`src/rtl/rom_stream_sink.sv`:
```
// rom_stream_sink: packs the loader byte stream into 16-bit words
// and writes them to cartridge ROM through a small word FIFO.
module rom_stream_sink #(
    parameter int ADDR_W     = 22,
    parameter int FIFO_DEPTH = 4
) (
    input  logic              clk,
    input  logic              reset,
    input  logic [7:0]        din,
    input  logic              din_valid,
    input  logic              loading,
    output logic              mem_req,
    output logic [ADDR_W-2:0] mem_addr,
    output logic [15:0]       mem_wdata,
    input  logic              mem_ack,
    output logic              busy,
    output logic              done,
    output logic [ADDR_W:0]   byte_count,
    output logic [ADDR_W-1:0] rom_mask,
    output logic [15:0]       checksum,
    output logic              overflow
);
    localparam int PW = $clog2(FIFO_DEPTH);

    typedef enum logic [2:0] {
        S_IDLE, S_RECEIVE, S_FLUSH, S_DRAIN, S_DONE
    } state_t;

    state_t            state_q, state_d;
    logic [ADDR_W:0]   cnt_q, cnt_d;
    logic [15:0]       sum_q, sum_d;
    logic [ADDR_W-1:0] mask_q, mask_d;
    logic              ovf_q, ovf_d;
    logic [7:0]        hold_q, hold_d;
    logic [ADDR_W-2:0] waddr_q, waddr_d;

    logic [ADDR_W-2:0] fa_q [FIFO_DEPTH];
    logic [15:0]       fd_q [FIFO_DEPTH];
    logic [PW-1:0]     wp_q, wp_d, rp_q, rp_d;
    logic [PW:0]       lvl_q, lvl_d;

    logic              take, want_push, push, pop, full;
    logic [ADDR_W-2:0] push_addr;
    logic [15:0]       push_data;
    logic [ADDR_W-1:0] smear;

    assign mem_req   = (lvl_q != '0);
    assign pop       = mem_req && mem_ack;
    assign full      = (lvl_q == (PW+1)'(FIFO_DEPTH)) && !pop;
    assign push      = want_push && !full;
    assign mem_addr  = mem_req ? fa_q[rp_q] : '0;
    assign mem_wdata = mem_req ? fd_q[rp_q] : '0;

    assign busy       = (state_q == S_RECEIVE) ||
                        (state_q == S_FLUSH) ||
                        (state_q == S_DRAIN);
    assign done       = (state_q == S_DONE);
    assign byte_count = cnt_q;
    assign checksum   = sum_q;
    assign rom_mask   = mask_q;
    assign overflow   = ovf_q;

    // Round byte_count-1 up to an all-ones mask.
    always_comb begin
        smear = ADDR_W'(cnt_q - (ADDR_W+1)'(1));
        for (int s = 1; s < ADDR_W; s = s * 2) begin
            smear = smear | (smear >> s);
        end
        if (cnt_q <= (ADDR_W+1)'(1)) begin
            smear = '0;
        end
    end

    // Next-state, byte packing and word push decisions.
    always_comb begin
        state_d   = state_q;
        cnt_d     = cnt_q;
        sum_d     = sum_q;
        mask_d    = mask_q;
        ovf_d     = ovf_q;
        hold_d    = hold_q;
        waddr_d   = waddr_q;
        take      = 1'b0;
        want_push = 1'b0;
        push_data = '0;
        unique case (state_q)
            S_IDLE, S_DONE: begin
                if (loading) begin
                    state_d = S_RECEIVE;
                    cnt_d   = '0;
                    sum_d   = '0;
                    mask_d  = '0;
                    ovf_d   = 1'b0;
                    hold_d  = '0;
                    waddr_d = '0;
                    take    = din_valid;
                end
            end
            S_RECEIVE: begin
                take = din_valid;
                if (!loading) begin
                    state_d = S_FLUSH;
                end
            end
            S_FLUSH: begin
                mask_d  = smear;
                state_d = S_DRAIN;
                if (cnt_q[0]) begin
                    want_push = 1'b1;
                    push_data = {8'hFF, hold_q};
                end
            end
            S_DRAIN: begin
                if (!mem_req) begin
                    state_d = S_DONE;
                end
            end
            default: state_d = S_IDLE;
        endcase
        if (take) begin
            if (cnt_d[ADDR_W]) begin
                ovf_d = 1'b1;
            end else begin
                if (cnt_d[0]) begin
                    want_push = 1'b1;
                    push_data = {din, hold_d};
                end else begin
                    hold_d = din;
                end
                cnt_d = cnt_d + (ADDR_W+1)'(1);
                sum_d = sum_d + 16'(din);
            end
        end
        push_addr = waddr_d;
        if (want_push) begin
            waddr_d = waddr_d + (ADDR_W-1)'(1);
            if (full) begin
                ovf_d = 1'b1;
            end
        end
    end

    // FIFO pointer and fill-level bookkeeping.
    always_comb begin
        wp_d  = wp_q;
        rp_d  = rp_q;
        lvl_d = lvl_q;
        if (push) begin
            wp_d = wp_q + PW'(1);
        end
        if (pop) begin
            rp_d = rp_q + PW'(1);
        end
        if (push && !pop) begin
            lvl_d = lvl_q + (PW+1)'(1);
        end else if (!push && pop) begin
            lvl_d = lvl_q - (PW+1)'(1);
        end
    end

    // FIFO storage; contents are only visible while non-empty.
    always_ff @(posedge clk) begin
        if (push) begin
            fa_q[wp_q] <= push_addr;
            fd_q[wp_q] <= push_data;
        end
    end

    // FSM, counters and FIFO pointers.
    always_ff @(posedge clk) begin
        if (reset) begin
            state_q <= S_IDLE;
            cnt_q   <= '0;
            sum_q   <= '0;
            mask_q  <= '0;
            ovf_q   <= 1'b0;
            hold_q  <= '0;
            waddr_q <= '0;
            wp_q    <= '0;
            rp_q    <= '0;
            lvl_q   <= '0;
        end else begin
            state_q <= state_d;
            cnt_q   <= cnt_d;
            sum_q   <= sum_d;
            mask_q  <= mask_d;
            ovf_q   <= ovf_d;
            hold_q  <= hold_d;
            waddr_q <= waddr_d;
            wp_q    <= wp_d;
            rp_q    <= rp_d;
            lvl_q   <= lvl_d;
        end
    end
endmodule

```
`config.mk`:
```
export PLATFORM = sky130hd
export DESIGN_NAME = rom_stream_sink
export DESIGN_NICKNAME = d
export VERILOG_FILES = /design/src/rtl/rom_stream_sink.sv
export SDC_FILE = /design/constraint.sdc
export NUM_CORES = 1
export LEC_CHECK = 0
export BUFFER_PORTS_ARGS = -buffer_cell sky130_fd_sc_hd__buf_2
export CORE_ASPECT_RATIO = 0.8
export CORE_MARGIN = 1.5
export CORE_UTILIZATION = 59
export CTS_CLUSTER_SIZE = 40
export DETAILED_ROUTE_END_ITERATION = 6
export PLACE_DENSITY = 0.8
export REMOVE_ABC_BUFFERS = 1
export SYNTH_ARGS = -nofsm -noshare
export SYNTH_HDL_FRONTEND = slang
export SYNTH_SLANG_ARGS = --single-unit
```
`constraint.sdc`:
```
create_clock -name clk -period 5.1 [get_ports clk]
set_input_delay 1.02 -clock clk [delete_from_list [all_inputs] [get_ports clk]]
set_output_delay 1.02 -clock clk [all_outputs]
set_load 0.02 [all_outputs]
```
* Yosys cells after proc, flatten, opt, wreduce, memory -nomap -nowiden *
Memory sizes are Yosys's and may differ from the RTL's. A register that Yosys moved wholly into a read port is not among the register bits.
Cells that the tools add are included.

cells by class
  add/subtract/negate cells = 8
  bitwise gates (word level) = 5
  reductions and logical operators = 17
  magnitude comparators = 1
  equality and inequality tests = 8
  mux-type cells = 51

operators by type and width
  kind                     count
  $mux W16                 10
  $mux W23                 4
  $mux W21                 4
  $mux W22                 2
  $pmux W22 S2             1
  $mux W8                  5
  $add A23 B1 Y23 const B  1
  $le A23 B1 Y1 const B    1
  $or A22 B14 Y22          1
  $or A22 B18 Y22          1
  $or A22 B20 Y22          1
  $or A22 B21 Y22          1
  $or A22 B6 Y22           1
  $sub A22 B1 Y22 const B  1
  $add A21 B1 Y21 const B  1
  $add A16 B8 Y16          1
  $mux W3                  5
  $mux W1                  14
  $pmux W3 S4              1
  $mux W2                  4
  $eq A3 B2 Y1 const B     2
  $eq A3 B3 Y1 const B     2
  $ne A2 B2 Y1 const B     3
  $logic_and A1 B1 Y1      5
  other kinds (13)         18

word-level totals
  RAM bits = 148
  output and inout port bits = 102
  input bits = 13
  word-level logic and storage cells = 102
  memories kept = 2
  flip-flop bits (word level) = 101

memories
  memory  depth  bits a word  rd ports  clocked after Yosys merged registers in  wr ports  line  RTL
  fa_q    4      21           1         1                                        1         37    logic [ADDR_W-2:0] fa_q [FIFO_DEPTH];
  fd_q    4      16           1         1                                        1         38    logic [15:0] fd_q [FIFO_DEPTH];

* Logic depth before layout (Yosys ltp) *
Gate-level depths: netlist (run 1).

  depth after elaboration = 11
  depth in mapped cells = 14
  gate-level depth less buffers = 10

* Worst setup path before layout (run 1) *
Ideal clock, no wire load.

  path type = in2reg
  start point = input port loading
  end point = register sum_q[8] (netlist: checksum[8])
  data required time = 5.030 ns
  slack = 1.050 ns
  library setup time = 0.070 ns
  buffers on the path = 4
  arrival time = 3.980 ns
  stages on the path = 14
  cell sequence = buf_2 -> or3b_2 -> buf_2 -> buf_2 -> clkbuf_1 -> and2_1 -> ha_1 -> fa_1 -> a21o_1 -> a21oi_1 -> o21bai_1 -> a21boi_1 -> o311ai_0 -> a21oi_1

on the way
  cells in the longest elaborated chain, start to end = 5
  elaborated cells between the ends (all ways) = 9
  those cells by class = add/sub (1); mux (8)

ends and longest elaborated chain
  what                  line  RTL
  from (decl)           11    input logic loading,
  $mux W16              88    if (loading) begin
  $mux W16              86    unique case (state_q)
  $add A16 B8 Y16       131   sum_d = sum_d + 16'(din);
  $mux W16              121   if (cnt_d[ADDR_W]) begin
  $mux W16 (*)          120   if (take) begin
  to (signal assigned)  185   sum_q <= sum_d;
  to (decl)             31    logic [15:0] sum_q, sum_d;

Mark *: on every way between the ends. The rest lies on a longest branch, timed or not.
A chain may end at the register's enable or synchronous reset.

==> impl_metrics.yaml, run 1 <==
layout:
  final_nets: 1118
  drive_above_1_share_pct: 20.45
  finalNonFillerCells: 1363
  syn_to_final_growth_pct: 13.93
  antenna_cells: 0
power:
  seqPwrFrac_pct: 43.6
  pwr-share-clk_pct: 35.7
  switching_share_pct: 28.86
  power.internal_mw: 3.642
  combPwrFrac_pct: 20.8
  total_power_mw: 5.119
  p_sw_mw: 1.477
  cellPowerDensity_nw_per_um2: 390.0
  peakVddDrop_uv: 229.4
  p_leak_nw: 5.072
sta:
  tns_ns: 0
  setup_viol: 0
  finClkSkew_ns: 0.01267
  report.final.slew_viol_count: 0
  period_minus_slack_ns: 3.582
  hold_violations: 0
  worst_slew_pin_slew_ns: 0.9355
  worst_slack_ns: 1.518
  maxSlewHeadroom_pct: 37.06
  rsz0062_at_grt: "false"
  post-route-period-util_pct: 70.24
  fmax_mhz: 279.2
clock_network:
  cts.clk_slew.worst_paths_ns: 0.06
  cts_buffer_depth: 3
  cts_resized: 0
  cts_buffers: 25
  clock_latency_ns: 0.52
  cts_hold_buf: 0
  cts_sinks: 251
  cts.htree.levels: 1
  cts_tree: "yes"
  root_buffer: "clkbuf_16"
  cts_setup_buffers: 0
worst_setup_path:
  end_kind: "output port"
  path_class: "flip-flop to output port"
  rrSetupSlack_ns: 1.53
  reg2reg_depth: 8
  cp_max_fo: 17
  worstPathArrival_ns: 2.56
  critPathSlowestCell: "dfxtp_2"
  crit_path_max_incr_delay_ns: 0.75
  crit_chain: "buf_4 -> mux4_2 -> and2_1 -> buf_2"
  critPathLaunchType: "flip-flop"
  r2r_end: "rom_mask[2]"
  r2r_start: "byte_count[1]"
  crit_required_ns: 4.08
logic_synthesis:
  syn_inst: 991
  synth.distinct_cells: 69
  syn_avg_cell_area_um2: 11.63
  ys_seq_area_share_pct: 56.47
  yosys.area.top_type: "edfxtp_1"
  synth_edf_count: 148
  synth_top_area_share_pct: 38.57
  synth_area_um2: 11520
  yosys_warnings: 0
  synth_seq_cells: 251
  async_reset_ff_share_pct: 0
  yosys-top-cells-area: "edfxtp_1 39%, dfxtp_1 18%, mux4_2 7.2%"
  synthFlopType: "edfxtp_1"
global_routing:
  gr-total-overflow: 0
  grtUsageTotal_pct: 25.68
  grt_pass1_vias: 7700
  grt_max_degree: 74
  antenna_found_initial: 0
  grt_pass1_wl_um: 41500
hold_path:
  hp-start: "rom_mask[12]"
  min_to: "rom_mask[12]"
  min_path_type: "flip-flop to flip-flop"
  hold_depth: 2
routing:
  via_count: 8182
  wl_per_cell_um: 19.17
  antenna_left: 0
  drc: 0
  wl_um: 26130
  first_pass_iters: 5
  vias_per_cell: 6.003
  drt_first_iter_violations: 770
placement:
  dp_hpwl_um: 16920
  portBuffers: 114
  dp_cells: 1317
  pre_cts_slack_ns: 1.149
  globalplace.congestion: 0.8993
floorplanning:
  die_x_um: 159.2
  design.die.area_um2: 20380
  die_h_um: 128.0
  core_um2: 19030
  initial_core_util_pct: 60.55
  ioPinCount: 115
  rows: 45
job:
  maxCapViolCount: 0
run_status:
  status: "finished, final reports clean"
==> flip-flops by register name, summed over array words and instances, names as in the netlist, named ones only <==
name        flops
state_q         3
rp_q            2
fd_q           64
overflow        1
wp_q            2
hold_q          8
checksum       16
byte_count     23
waddr_q        21
fa_q           84
lvl_q           3
rom_mask       22
==> logic make-up after synthesis <==
logic type      count (synthesis)  synth area share [%]
simple gates                  380                 17.42
flops                         251                 56.47
compound gates                157                 9.198
buf+inv                        88                 2.975
xor+xnor                       56                 4.257
mux                            40                 7.493
fa+ha+maj                      19                 2.193
==> critical path: cells and delay by family, from the launching register on <==
family	cells	cell delay [ns]
flops	1	0.75
simple gates	1	0.17
mux	1	0.55
buf+inv	2	0.55
==> power groups by stage <==
stage	registers [mW]	logic, mW	clock network [mW]
final	2.23	1.06	1.83
after global routing	2.24	1.15	1.92
after CTS	2.23	1.07	1.85
after detailed placement	2.27	1.06	0
after global placement	2.27	1.05	0
after floorplan	2.30	0.671	0
==> worst max path at each step <==
stage / from / end / slack, ns / cells after the start
after floorplan: loading / checksum[8] / 1.29 / 10
after global placement: loading / checksum[8] / 1.21 / 11
after detailed placement: loading / checksum[8] / 1.15 / 11
after CTS: flip-flop / mem_wdata[2] / 1.45 / 4
after global routing: byte_count[1] / rom_mask[2] / 1.22 / 8
final: flip-flop / mem_wdata[2] / 1.52 / 4
==> final cells by class <==
type	count	area, µm²
repair buffers	128	700.7
well taps	258	322.8
clock inverters	18	181.4
multi-input cells	652	4673
inverters	28	105.1
clock buffers	28	636.9
fillers	1423	5903
flip-flops and latches	251	6507
==> stage by stage <==
stage	utilization [%]	cell area (µm²)	hold WS, ns
after global placement	64.68	12310	0.4295
after floorplan	-	11280	0.4373
after detailed placement	64.68	12310	0.4300
after global routing	68.98	13130	0.4654
after CTS	68.98	13130	0.4401
final	68.98	13130	0.4374
==> Yosys cell counts, types with 7 or more instances <==
library cell and instances:
dfxtp_1 103, nor2_1 80, and2_1 75, clkbuf_1 44, nand4_1 17, or3_1 7
xnor2_1 27, o21ai_0 27, a31oi_1 10, and3_1 11, edfxtp_1 148, mux4_2 37
nor3_1 24, a21o_1 12, ha_1 17, o211ai_1 7, nand2_1 78, buf_2 10
nor2b_1 7, a21oi_1 46, inv_1 28, xor2_1 29, nand3_1 33
==> layout by cell type (no fill, tap or decap), drive strengths merged, types with 11 or more instances in the layout <==
cell	synthesis	routed
edfxtp	148	148
clkbuf	44	28
nor2	80	80
xor2	29	29
buf	16	128
and2	77	77
nand2	78	78
nor3	27	27
a21oi	46	46
inv	28	30
a21o	12	12
nand3	34	34
ha	17	17
nand4	17	17
o21ai	30	30
mux4	37	37
and3	11	11
dfxtp	103	103
xnor2	27	27
==> metal layers <==
| metal | global-route usage, % | wire (µm) | up-vias |
|---|---|---|---|
| met5 | 0 | 0 | - |
| met2 | 41.43 | 12260 | 301 |
| li1 | - | - | 3829 |
| met1 | 37.64 | 11720 | 4013 |
| met4 | 5.216 | 415 | 0 |
| met3 | 3.591 | 1730 | 39 |
No activity file was read; power rests on OpenSTA's default activity.
==> run 2: changes to the inputs <==
clock period = 3.5 ns   (was 5.1 ns; I/O delays follow)
==> impl_metrics.yaml, run 2 (same netlist as run 1, synthesis figures left out) <==
run_status:
  status: "finished, final reports clean"
floorplanning:
  core_um2: 19030
  design.die.area_um2: 20380
  initial_core_util_pct: 60.55
  ioPinCount: 115
  die_h_um: 128.0
  die_x_um: 159.2
  rows: 45
routing:
  antenna_left: 0
  vias_per_cell: 5.962
  drc: 0
  drt_first_iter_violations: 728
  wl_um: 25950
  wl_per_cell_um: 18.80
  via_count: 8227
  first_pass_iters: 5
worst_setup_path:
  rrSetupSlack_ns: 0.47
  crit_required_ns: 3.93
  path_class: "flip-flop to flip-flop"
  crit_chain: "or3b_2 -> buf_4 -> and2_1 -> ha_1 -> a21o_1 -> a21oi_1 -> o21a_1 -> o21ai_1 -> a31oi_1 -> a41o_1"
  crit_buf_inv: 1
  end_kind: "flip-flop"
  critPathSlowestCell: "or3b_2"
  worstPathArrival_ns: 3.46
  r2r_end: "checksum[11]"
  crit_path_max_incr_delay_ns: 0.55
  critPathLaunchType: "flip-flop"
  r2r_start: "state_q[1]"
  cp_top_family: "compound AO/OA/AOI/OAI gates"
  cp_max_fo: 16
  reg2reg_depth: 10
sta:
  rsz0062_at_grt: "false"
  post-route-period-util_pct: 86.54
  tns_ns: 0
  hold_violations: 0
  period_minus_slack_ns: 3.029
  maxSlewHeadroom_pct: 54.08
  whs_ns: 0.4379
  report.final.slew_viol_count: 0
  worst_slew_pin_slew_ns: 0.6874
  setup_viol: 0
  fmax_mhz: 330.2
  finClkSkew_ns: 0.01175
clock_network:
  cts_setup_buffers: 0
  cts.clk_slew.worst_paths_ns: 0.06
  cts_buffer_depth: 3
  cts_resized: 0
  cts_hold_buf: 0
  cts_tree: "yes"
  clock_latency_ns: 0.54
  cts_sinks: 251
  cts_buffers: 25
  root_buffer: "clkbuf_16"
  cts.htree.levels: 1
layout:
  fillCellCount: 1378
  antenna_cells: 0
  regMostFlops: "fa_q"
  final_common_cell: "edfxtp_1"
  syn_to_final_growth_pct: 15.06
  finalNonFillerCells: 1380
  finish.utilization_pct: 69.66
  drive_above_1_share_pct: 21.21
  final_cell_mix: "148 x edfxtp_1, 114 x buf_2, 102 x dfxtp_1"
  largest_reg_flops: 84
  final_nets: 1135
hold_path:
  min_path_type: "flip-flop to flip-flop"
  min_to: "rom_mask[12]"
  hp-start: "rom_mask[12]"
  hold_depth: 2
global_routing:
  grt_pass1_vias: 7850
  grtUsageTotal_pct: 25.73
  antenna_found_initial: 0
  grt_pass1_wl_um: 41730
  gr-total-overflow: 0
  grt_max_degree: 41
power:
  total_power_mw: 7.522
  p_leak_nw: 5.159
  cellPowerDensity_nw_per_um2: 567.3
  peakVddDrop_uv: 351.6
placement:
  portBuffers: 114
  dp_cells: 1334
  dp_hpwl_um: 17230
  globalplace.congestion: 0.8962
job:
  maxCapViolCount: 0
==> run 2: changes by cell type in the layout (fill, tap and decap cells not counted), sizes merged <==
cell,previous run,this run
buf,128,145
clkbuf,28,36
clkinv,10,5
clkinvlp,3,1
inv,30,29
==> run 2: final cells by class <==
| type | instances | area (µm²) | share of cell area, % |
|---|---|---|---|
| Timing Repair Buffer | 145 | 815.8 | 6.153 |
| Inverter | 28 | 105.1 | 0.7928 |
| Tap cell | 258 | 322.8 | 2.435 |
| Clock inverter | 10 | 146.4 | 1.104 |
| Multi-Input combinational cell | 652 | 4673 | 35.25 |
| Clock buffer | 36 | 686.9 | 5.181 |
| Sequential cell | 251 | 6507 | 49.08 |
==> run 2: worst min-delay path, delay by kind of cell (launching register included) <==
family           cells  cell delay [ns]
flip-flops           1             0.30
AND/OR/NAND/NOR      2             0.09
==> run 2: through the flow <==
| step | setup slack [ns] | instance area [µm²] |
|---|---|---|
| floorplan | 0.008675 | 11280 |
| global placement | 0.2265 | 12420 |
| detailed placement | 0.1824 | 12420 |
| CTS | 0.5051 | 13260 |
| global route | 0.2699 | 13260 |
| finish | 0.4712 | 13260 |
==> run 2: per-layer routing <==
| layer | GRT usage, % | up-vias | part of all wire [%] |
|---|---|---|---|
| li1 | - | 3849 | - |
| met1 | 36.52 | 4068 | 45 |
| met2 | 41.69 | 278 | 47 |
| met3 | 4.529 | 32 | 6.8 |
| met4 | 6.271 | 0 | 1.6 |
| met5 | 0 | - | 0 |
==> run 2: how the worst max path moves through the flow <==
stage | startpoint | endpoint | slack [ns] | cells after the start
finish | state_q[1] | checksum[11] | 0.47 | 10
floorplan | loading | checksum[8] | 0.009 | 10
CTS | state_q[1] | checksum[12] | 0.51 | 11
global placement | loading | checksum[10] | 0.23 | 12
global route | state_q[1] | checksum[12] | 0.27 | 11
detailed placement | loading | checksum[11] | 0.18 | 11
==> run 2: where the power goes <==
part,leakage [nW],internal [mW],switching [mW]
sequential,2.31,3.16,0.0610
combinational,2.45,0.625,0.957
clock,0.403,1.60,1.12
==> run 3: changes to the inputs <==
CORE_MARGIN = 3   (was 1.5)
CTS_CLUSTER_SIZE = default   (was 40)
==> impl_metrics.yaml, run 3 (same netlist as run 1, synthesis figures left out) <==
layout:
  fillCellCount: 1360
  final_common_cell: "edfxtp_1"
  antenna_cells: 0
  finalNonFillerCells: 1380
  largest_reg_flops: 84
  multiInputGateArea_um2: 4678
  drive_above_1_share_pct: 21.57
  seq_area_um2: 6507
  final_cell_mix: "148 x edfxtp_1, 114 x buf_2, 102 x dfxtp_1"
  final_nets: 1135
  syn_to_final_growth_pct: 15.18
  regMostFlops: "fa_q"
clock_network:
  cts_buffer_depth: 3
  cts_buffers: 25
  cts_sinks: 251
  clock_latency_ns: 0.52
  root_buffer: "clkbuf_16"
  cts_hold_buf: 0
  cts_tree: "yes"
  cts_setup_buffers: 0
  cts.htree.levels: 1
  cts_resized: 0
  cts.clk_slew.worst_paths_ns: 0.06
sta:
  post-route-period-util_pct: 85.22
  worst_slew_pin_slew_ns: 0.7491
  tns_ns: 0
  rsz0062_at_grt: "false"
  maxSlewHeadroom_pct: 49.98
  period_minus_slack_ns: 2.983
  fmax_mhz: 335.3
  worst_slack_ns: 0.5173
  report.final.slew_viol_count: 0
  hold_violations: 0
  finClkSkew_ns: 0.008560
  setup_viol: 0
power:
  cellPowerDensity_nw_per_um2: 556.4
  p_leak_nw: 5.159
  peakVddDrop_uv: 331.2
global_routing:
  gr-total-overflow: 0
  grtUsageTotal_pct: 24.71
  grt_pass1_wl_um: 42000
  grt_pass1_vias: 7919
  grt_max_degree: 41
  antenna_found_initial: 0
worst_setup_path:
  cp_max_fo: 10
  cp_top_family: "compound AO/OA/AOI/OAI gates"
  crit_chain: "or3b_2 -> and2_1 -> ha_1 -> fa_1 -> a21o_1 -> a21oi_1 -> o21bai_1 -> a21boi_1 -> buf_4 -> o311ai_0 -> a21oi_1"
  crit_path_max_incr_delay_ns: 0.60
  critPathLaunchType: "flip-flop"
  end_kind: "flip-flop"
  path_class: "flip-flop to flip-flop"
  critPathSlowestCell: "or3b_2"
  worstPathArrival_ns: 3.43
  crit_buf_inv: 1
  cpMostUsedCell: "a21oi_1"
  crit_required_ns: 3.95
floorplanning:
  ioPinCount: 115
  initial_core_util_pct: 60.37
  die_h_um: 131.0
  design.die.area_um2: 21250
  core_um2: 19090
  rows: 45
  die_x_um: 162.2
routing:
  antenna_left: 0
  wl_um: 26400
  wl_per_cell_um: 19.13
  drt_first_iter_violations: 623
  drc: 0
  vias_per_cell: 6.038
  first_pass_iters: 5
  via_count: 8332
placement:
  pre_cts_slack_ns: 0.1265
  dp_cells: 1334
  portBuffers: 114
  dp_hpwl_um: 17470
  globalplace.congestion: 0.8780
job:
  maxCapViolCount: 0
hold_path:
  min_path_type: "flip-flop to flip-flop"
run_status:
  status: "finished, final reports clean"
-- run 3: cell count changes in the layout (fill, tap and decap cells not counted), moves of 2 or more --
cell,change
clkinv_1,+5
clkinv_2,+3
and2_1,-4
buf_4,-4
and2_2,+4
buf_12,+4
clkbuf_1,-5
clkinv_4,-2
-- run 3: area by class of cell --
| type | count | share of cell area [%] |
|---|---|---|
| Clock buffer | 31 | 5.034 |
| Clock inverter | 15 | 0.9333 |
| Inverter | 28 | 0.7919 |
| Multi-Input combinational cell | 652 | 35.25 |
| Sequential cell | 251 | 49.03 |
| Tap cell | 258 | 2.432 |
| Timing Repair Buffer | 145 | 6.524 |
-- run 3: worst reg2reg max path, delay by kind of cell (launching register included) --
| family | cells | cell delay [ns] |
|---|---|---|
| AO/OA/AOI/OAI | 6 | 0.97 |
| adder cells (fa/ha/maj) | 2 | 0.61 |
| flip-flops | 1 | 0.34 |
| buffers and inverters | 1 | 0.17 |
| AND/OR/NAND/NOR | 2 | 0.82 |
-- run 3: metal layers --
layer  routed length (µm)  part of all wire [%]  track usage, %  vias up
li1                     -                     -               -     3858
met1                11600                    44           36.08     4098
met2                12390                    47           39.65      338
met3                 1946                   7.4           3.719       38
met4                  464                   1.8           6.118        0
met5                    0                     0               0        -
-- run 3: metrics by stage --
step	power [mW]	utilization [%]	cell area (µm²)	hold WS (ns)
5_1_grt	7.691	69.53	13270	0.4680
6_report	7.385	69.53	13270	0.4469
4_1_cts	7.438	69.53	13270	0.4493
2_1_floorplan	4.325	-	11280	0.4373
3_3_place_gp	4.851	65.38	12480	0.4301
3_5_place_dp	4.871	65.38	12480	0.4366
-- run 3: final timing paths --
path | startpoint | end | slack (ns) | cells after the start
worst max-delay path | state_q[1] | checksum[8] | 0.52 | 11
worst min-delay path | rom_mask[10] | rom_mask[10] | 0.45 | 2
worst max register to register | state_q[1] | checksum[8] | 0.52 | 11
worst min register to register | rom_mask[10] | rom_mask[10] | 0.45 | 2
-- run 3: where the power goes --
part / internal, mW / switching (mW) / total [mW]
clock network: 1.50 / 1.09 / 2.59
registers: 3.16 / 0.0420 / 3.20
logic: 0.628 / 0.968 / 1.60
total: 5.28 / 2.10 / 7.38
